**config.mk**
```make
export PLATFORM = sky130hd
export DESIGN_NAME = debounce_multi
export DESIGN_NICKNAME = d
export VERILOG_FILES = /design/src/rtl/debounce_pkg.sv /design/src/rtl/debounce_chan.sv /design/src/rtl/debounce_multi.sv
export SDC_FILE = /design/constraint.sdc
export NUM_CORES = 1
export LEC_CHECK = 0
export ABC_CLOCK_PERIOD_IN_PS = 2600
export CORE_ASPECT_RATIO = 0.6
export CORE_MARGIN = 2
export CORE_UTILIZATION = 34
export DETAILED_ROUTE_END_ITERATION = 7
export GPL_TIMING_DRIVEN = 0
export HOLD_SLACK_MARGIN = 0.12
export SYNTH_ARGS = -nofsm -noshare
export SYNTH_HDL_FRONTEND = slang
export SYNTH_HIERARCHICAL = 1
export SYNTH_SLANG_ARGS = --single-unit
```
**constraint.sdc**
```tcl
create_clock -name clk -period 2.6 [get_ports clk]
set_input_delay 0.26 -clock clk [delete_from_list [all_inputs] [get_ports clk]]
set_output_delay 0.26 -clock clk [all_outputs]
set_load 0.01 [all_outputs]
```
**src/rtl/debounce_pkg.sv**
```systemverilog
// -----------------------------------------------------------------------------
// debounce_pkg
// Shared constants and helpers for the button conditioner (debounce_multi).
//   cnt_width()          : counter width for a terminal value, never below 1 bit
//   DEF_*_CYCLES         : reference timings for a 100 MHz board clock
// -----------------------------------------------------------------------------
package debounce_pkg;

   localparam int CLK_HZ            = 100_000_000;
   localparam int DEF_STABLE_CYCLES = CLK_HZ / 100;   // 10 ms
   localparam int DEF_LONG_CYCLES   = CLK_HZ / 2;     // 0.5 s
   localparam int DEF_REPEAT_CYCLES = CLK_HZ / 10;    // 0.1 s

   // $clog2 of 0 or 1 gives a zero-width counter; clamp to 2 first.
   function automatic int cnt_width(input int v);
      return $clog2((v < 2) ? 2 : v);
   endfunction

endpackage

```
**src/rtl/debounce_chan.sv**
```systemverilog
// -----------------------------------------------------------------------------
// debounce_chan
// One button channel: 2-flop synchroniser, stability counter, debounced level,
// press/release strobes, hold counter with long-press strobe, and (when
// DEBOUNCE_AUTO_REPEAT_EN is defined) an auto-repeat counter re-pulsing bas.
//
// Ports
//   clk       : system clock
//   reset     : synchronous, active-high reset
//   raw       : asynchronous input, 1 = pressed (polarity already applied)
//   temiz     : debounced level
//   bas       : one-cycle pulse on debounced 0->1 (and on auto-repeat)
//   birak     : one-cycle pulse on debounced 1->0
//   uzun_bas  : one-cycle pulse when the hold time reaches LONG_CYCLES
// -----------------------------------------------------------------------------
module debounce_chan
   import debounce_pkg::*;
#(
   parameter int STABLE_CYCLES = 50000,
   parameter int LONG_CYCLES   = 50000000,
   parameter int REPEAT_CYCLES = 10000000
) (
   input  logic clk,
   input  logic reset,
   input  logic raw,
   output logic temiz,
   output logic bas,
   output logic birak,
   output logic uzun_bas
);

   localparam int SW = cnt_width(STABLE_CYCLES);
   // Hold counter must represent LONG_CYCLES itself: that is its parked value.
   localparam int HW = cnt_width(LONG_CYCLES + 1);

   localparam logic [SW-1:0] STABLE_LAST = SW'(STABLE_CYCLES - 1);
   localparam logic [HW-1:0] HOLD_LAST   = HW'(LONG_CYCLES - 1);
   localparam logic [HW-1:0] HOLD_SAT    = HW'(LONG_CYCLES);

   if (STABLE_CYCLES < 1) begin : g_bad_stable
      $error("debounce_chan: STABLE_CYCLES must be >= 1");
   end
   if (LONG_CYCLES < 1) begin : g_bad_long
      $error("debounce_chan: LONG_CYCLES must be >= 1");
   end
   if (REPEAT_CYCLES < 1) begin : g_bad_repeat
      $error("debounce_chan: REPEAT_CYCLES must be >= 1");
   end

   logic          sync0;
   logic          sync1;
   logic          cand;
   logic [SW-1:0] cnt;
   logic [HW-1:0] hold;
   logic          stab_done;
   logic          rise;
   logic          fall;
   logic          rep_fire;

   always_comb begin
      stab_done = (sync1 == cand) && (cnt == STABLE_LAST) && (temiz != cand);
      rise      = stab_done && cand;
      fall      = stab_done && !cand;
   end

`ifdef DEBOUNCE_AUTO_REPEAT_EN
   localparam int RW = cnt_width(REPEAT_CYCLES);
   localparam logic [RW-1:0] REP_LAST = RW'(REPEAT_CYCLES - 1);

   logic [RW-1:0] rep;
   logic          rep_run;

   // Repeat runs only once the hold counter has parked after uzun_bas.
   always_comb begin
      rep_run  = temiz && !fall && (hold == HOLD_SAT);
      rep_fire = rep_run && (rep == REP_LAST);
   end

   always_ff @(posedge clk) begin
      if (reset || !rep_run || rep == REP_LAST) begin
         rep <= '0;
      end else begin
         rep <= rep + 1'b1;
      end
   end
`else
   assign rep_fire = 1'b0;
`endif

   always_ff @(posedge clk) begin
      if (reset) begin
         sync0    <= 1'b0;
         sync1    <= 1'b0;
         cand     <= 1'b0;
         cnt      <= '0;
         hold     <= '0;
         temiz    <= 1'b0;
         bas      <= 1'b0;
         birak    <= 1'b0;
         uzun_bas <= 1'b0;
      end else begin
         sync0 <= raw;
         sync1 <= sync0;

         if (sync1 != cand) begin
            cand <= sync1;
            cnt  <= '0;
         end else if (cnt < STABLE_LAST) begin
            cnt <= cnt + 1'b1;
         end

         if (stab_done) begin
            temiz <= cand;
         end

         if (!temiz) begin
            hold <= '0;
         end else if (hold < HOLD_SAT) begin
            hold <= hold + 1'b1;
         end

         bas   <= rise || rep_fire;
         birak <= fall;
         // A release landing on the threshold edge suppresses the long strobe.
         uzun_bas <= temiz && (hold == HOLD_LAST) && !fall;
      end
   end

endmodule

```
**src/rtl/debounce_multi.sv**
```systemverilog
// -----------------------------------------------------------------------------
// debounce_multi
// N-channel button conditioner. Each channel is an independent debounce_chan;
// ACTIVE_LOW inverts the raw inputs ahead of the synchronisers so everything
// downstream sees 1 = pressed.
// Optional build macro: DEBOUNCE_AUTO_REPEAT_EN (auto-repeat bas after a long
// press, period REPEAT_CYCLES).
//
// Ports
//   clk           : system clock
//   reset         : synchronous, active-high reset
//   buton         : [N_BTN] raw asynchronous mechanical inputs
//   temiz_sinyal  : [N_BTN] debounced level, 1 = pressed
//   bas           : [N_BTN] press strobe
//   birak         : [N_BTN] release strobe
//   uzun_bas      : [N_BTN] long-press strobe
// -----------------------------------------------------------------------------
module debounce_multi
   import debounce_pkg::*;
#(
   parameter int N_BTN         = 4,
   parameter int STABLE_CYCLES = 50000,
   parameter int LONG_CYCLES   = 50000000,
   parameter int REPEAT_CYCLES = 10000000,
   parameter bit ACTIVE_LOW    = 1'b0
) (
   input  logic             clk,
   input  logic             reset,
   input  logic [N_BTN-1:0] buton,
   output logic [N_BTN-1:0] temiz_sinyal,
   output logic [N_BTN-1:0] bas,
   output logic [N_BTN-1:0] birak,
   output logic [N_BTN-1:0] uzun_bas
);

   logic [N_BTN-1:0] raw;

   assign raw = ACTIVE_LOW ? ~buton : buton;

   for (genvar i = 0; i < N_BTN; i++) begin : g_chan
      debounce_chan #(
         .STABLE_CYCLES (STABLE_CYCLES),
         .LONG_CYCLES   (LONG_CYCLES),
         .REPEAT_CYCLES (REPEAT_CYCLES)
      ) u_chan (
         .clk      (clk),
         .reset    (reset),
         .raw      (raw[i]),
         .temiz    (temiz_sinyal[i]),
         .bas      (bas[i]),
         .birak    (birak[i]),
         .uzun_bas (uzun_bas[i])
      );
   end

endmodule

```
After elaboration in Yosys (flattened, before gate mapping)
Index checks and enable logic that the tools add are counted.

word-level totals
  register bits after elaboration = 196
  output and inout port bits = 16

operators by class
  $add $sub $neg = 8
  order comparisons = 8
  equal/unequal tests = 20
  bitwise gates (word level) = 4
  reduce and logical (&&, ||, !) cells = 40

operators with widths
  operator                                            count
  adder 26 x 1 -> 26 bit, second input constant       4
  equality test 26 bit, second input constant         4
  less-than comparator 26 bit, second input constant  4
  adder 16 x 1 -> 16 bit, second input constant       4
  equality test 16 bit, second input constant         4
  less-than comparator 16 bit, second input constant  4
  logical AND 1 bit                                   24
  OR reduction 2 bit                                  8
  zero test 1 bit                                     8
  != test 1 bit                                       8
  equality test 1 bit                                 4
  inverter 1 bit                                      4

Depth between registers and ports, before layout
  depth after elaboration = 6
  gate-level depth with buffers = 7

By module
Netlist, hierarchy kept.

by module, submodules not included
  module         instances  cells each  area an instance (um2)  sequential area each (um2)
  debounce_chan  4          288         2418.6                  980.9

Worst setup path before layout
Ideal clock, no wire load.

  path kind = register -> register
  from = reg g_chan[0].u_chan.hold[21]
  to = reg g_chan[0].u_chan.hold[18]
  library setup time = 0.071 ns
  arrival = 1.970 ns
  setup slack = 0.559 ns
  cell stages (with the launch flop) = 8
  buffers on the path = 2
  period minus slack after synthesis = 2.041 ns
  cell sequence = dfxtp_1 -> and4_4 -> a41o_1 -> buf_6 -> or3_1 -> buf_2 -> or4_1 -> a21oi_1

on the way
  word-level cells in the longest chain between the ends = 1

ends and longest elaborated chain
  what                         RTL line              RTL
  from (decl)                  debounce_chan.sv:54   logic [HW-1:0] hold;
  from (signal assigned)       debounce_chan.sv:119  hold <= hold + 1'b1;
  less-than comparator 26 bit  debounce_chan.sv:118  end else if (hold < HOLD_SAT) begin

No other way between the ends.
A chain may end at the register's enable or synchronous reset.

Worst setup path in the final report
  from = reg g_chan[0].u_chan.hold[16]
  to = reg g_chan[0].u_chan.hold[21]

on the way
  word-level cells in the longest chain between the ends = 1
  elaborated cells between the ends (all ways) = 2

ends and longest elaborated chain
  what                                                                   RTL line
  adder 26 x 1 -> 26 bit or less-than comparator 26 bit (tied branches)  debounce_chan.sv:119, debounce_chan.sv:118

Parallel ways exist; a longest one is shown, timed or not.

==> results.txt <==
* Cell row count: 47
* Cell area after layout: 10900 sq um
- Summing every instance area after synthesis gives 9670 sq um.
* Clk Latency, worst-skew pair: 440 ps
- During I/O placement, the number of pins put on the boundary was 22.
- Core Region: 27800 sq um
* Ys flop type: dfxtp_1
- Share of the yosys chip area belonging to registers: 0.406
- Final Setup Violations: 0
- After detailed routing, the average wire length per cell comes to 14.8 um.
* Max capacitance violation total: 0
* Number of distinct library cells after synthesis: 41
* Int Pwr: 4.41 mW
* Setup Skew: 7.04 ps
- Final period demand of the worst path: 2450 ps
- Excluding fillers, the count of instances in the completed layout stands at 1571.
- The worst pin sits at a relative slew slack of 0.339.
- In the finished design, the share of the clock period the worst path needs comes to 0.944.
- Number of antenna diodes: 0
- The share of total power dissipated in sequential elements is 0.530.
- The first global-routing pass estimated 39000 um of wire.
- Along the worst hold path, the cell count comes to 2.
- Total of buffers placed on input and output ports: 20
- Synthesized flop and latch total: 196
- Number of enable-type register cells in the synthesized netlist: 0
- Most common cell after layout, fill and taps aside: dfxtp_1
* Pin count of the biggest net entering global routing: 19
* Part of the power in combinational logic: 0.016
- TritonRoute pass-1 iters: 5
* FF+latch area: 3920 sq um
- CTS Buffer Depth: 2
- Summed over all layers, the routed wires come to 23300 um.
- The run finished with clean final reports.
- Number of global-route vias before repair: 7686
* Timing-limited maximum frequency: 407 MHz
- Counting tap cells, the placed design contains a total of 1539 instances.
- For this run the aggregate overflow at the end of global routing stands at 0.
* Net switching power: 1.33 mW
- Routed vias: 8574
* Leading cell types in the layout, fill and taps excluded: dfxtp_1 (196), nor2_1 (136), nand2_1 (88)
- For this design, the CTS-stage hold fixing added 0 buffers.
- CTS built an H-tree with a depth of 4.
- Half-perimeter wire length of the detailed placement result: 16600 um
* Height of the die: 135 um
- Clock sinks: 196
- Worst-case hold slack: 157 ps
* Synthesis-to-layout area growth: 12.8%
- Die W: 222 um
* P_leak: 3.45 nW
- Counting the fill cells in the layout gives 2823.
- Final sum of negative setup slack: 0 ps
- Slew of the pin with the lowest slew margin: 992 ps
- Count of cells along the worst register-to-register path: 6
- Die Area: 29900 sq um
- The Yosys step of the flow raised 6 warnings.
- The number of clock buffers added by TritonCTS is 17.
- Area taken by multi-input logic gates: 5450 sq um
- Syn Inst Count: 1152
* Relative contribution of the clock network to total power: 0.454
* Post-synthesis net count: 1166
* Iteration-0 DRC Markers: 699
- Clk Tree Root Cell: clkbuf_16
- Final max-slew violation count: 0
* Placement-stage cell area: 10300 sq um
- Once layout is complete, the utilization of the core stands at 0.393.
- IR analysis of the VDD net gives a maximum drop of 0.000393 V.
* Fraction of final layout cells with drive strength greater than 1: 0.0606
- Number of antenna violations at the first check in global routing: 0
* Unrepaired setup endpoints after global routing: no
- Critical path start-end classification: reg -> reg
- DRC Markers: 0
* Synth top area share: 0.406
- In the synthesized netlist the async set-or-reset flop fraction comes to 0.
* All-layer global routing usage: 0.159
- Mapped Avg Cell Area: 8.40 sq um
- Data arrives at the worst endpoint at 2800 ps.
- Setup crit start kind: flop
- The min-delay analysis places its worst path in the category in -> reg.
- Final hold viol count: 0
* Power per unit of standard cell area: 526 nW/um^2
- Post CTS Setup Buffer Count: 0
* Top cell type by total area after synthesis: dfxtp_1
- Switching Share: 0.232
- At the end of routability-driven placement, the weighted congestion stood at 0.855.
- Highest fanout seen on the critical path: 10
- The final layout contains 1205 nets.
* Final antenna-violating net count: 0
* CTS tree: yes
- Largest cells by area after synthesis: dfxtp_1 (41%), xnor2_1 (7.2%), nor2_1 (5.3%), nand2_1 (3.4%), a21oi_1 (3.1%)
* Starting density of the core: 0.349
- At the worst endpoint, the required time is 2940 ps.
- STA classifies the critical path endpoint as a flop.
* Clock-pin slew of the registers on the worst-case setup and hold paths: 70 ps
- After detailed routing, the number of vias per cell comes to 5.46.
==> power groups by stage <==
stage                     registers (mW)  logic, mW  clock network (mW)
after global placement              3.11     0.0903                   0
final                               3.04     0.0922                2.61
after detailed placement            3.11     0.0933                   0
after floorplan                     3.11     0.0692                   0
after CTS                           3.04     0.0937                2.69
after global routing                3.04      0.106                2.80
==> per-layer routing <==
metal  up-vias  part of all wire  GRT usage
li1       4336                 -          -
met1      4034              0.57      0.253
met2       188              0.38      0.209
met3        16             0.047     0.0342
met4         0             0.011     0.0465
met5         -                 0          0
==> final cells by class <==
type | count | area share
clock inverter | 15 | 0.0135
timing repair buffer | 20 | 0.0183
clock buffer | 17 | 0.0390
multi-input combinational | 884 | 0.499
tap | 367 | 0.0421
buffer | 60 | 0.0243
sequential | 196 | 0.360
inverter | 12 | 0.00413
==> cell families (layout without fill, tap and decap cells) <==
| group | count (synthesis) | in the layout | share of synthesized area |
|---|---|---|---|
| compound gates | 200 | 200 | 0.138 |
| xor+xnor | 80 | 80 | 0.0724 |
| fa+ha+maj | 8 | 8 | 0.0103 |
| buf+inv | 72 | 124 | 0.0321 |
| flops | 196 | 196 | 0.406 |
| mux | 16 | 16 | 0.0166 |
| simple gates | 580 | 580 | 0.325 |
==> synth_stat cells (20+ instances only) <==
master / n
nand4_1: 48
dfxtp_1: 196
or3_1: 28
nor2b_1: 24
a21oi_1: 60
xnor2_1: 80
clkbuf_1: 40
nor4_1: 32
o31ai_1: 20
nor3_1: 32
nor2_1: 136
or4_1: 28
o21ai_0: 28
and3_1: 24
nand3_1: 52
nand2_1: 88
==> per-stage QoR <==
stage,setup slack (ps),power (mW)
after floorplan,559,3.17
final,146,5.74
after CTS,181,5.82
after global routing,9.97,5.95
after detailed placement,180,3.20
after global placement,251,3.20
==> worst max-delay path: stages (launching register included) <==
cell       delay, ps
dfxtp_1          300
clkbuf_1         210
nor4_1           400
a2bb2oi_1        220
a21oi_1          810
a31oi_1          170
a41o_1           240
==> sequential cells by signal, indices dropped and copies added, names as in the netlist <==
name,count
g_chan.u_chan/sync0,4
g_chan.u_chan/uzun_bas,4
g_chan.u_chan/sync1,4
g_chan.u_chan/hold,104
g_chan.u_chan/cand,4
g_chan.u_chan/birak,4
g_chan.u_chan/cnt,64
g_chan.u_chan/temiz,4
g_chan.u_chan/bas,4
==> what timing repair did <==
action,4_1_cts,5_1_grt
hold endpoints to repair,0,0
setup endpoints to repair,0,7
gates resized for setup,0,1
==> worst paths after layout <==
kind	to	slack (ps)	start
worst max-delay path	g_chan[0].u_chan/hold[21]	150	g_chan[0].u_chan/hold[16]
worst min-delay path	g_chan[0].u_chan/temiz	160	reset
worst max register to register	g_chan[0].u_chan/hold[21]	150	g_chan[0].u_chan/hold[16]
worst min register to register	g_chan[1].u_chan/sync1	440	g_chan[1].u_chan/sync0
Power figures use the tool's default switching activity.
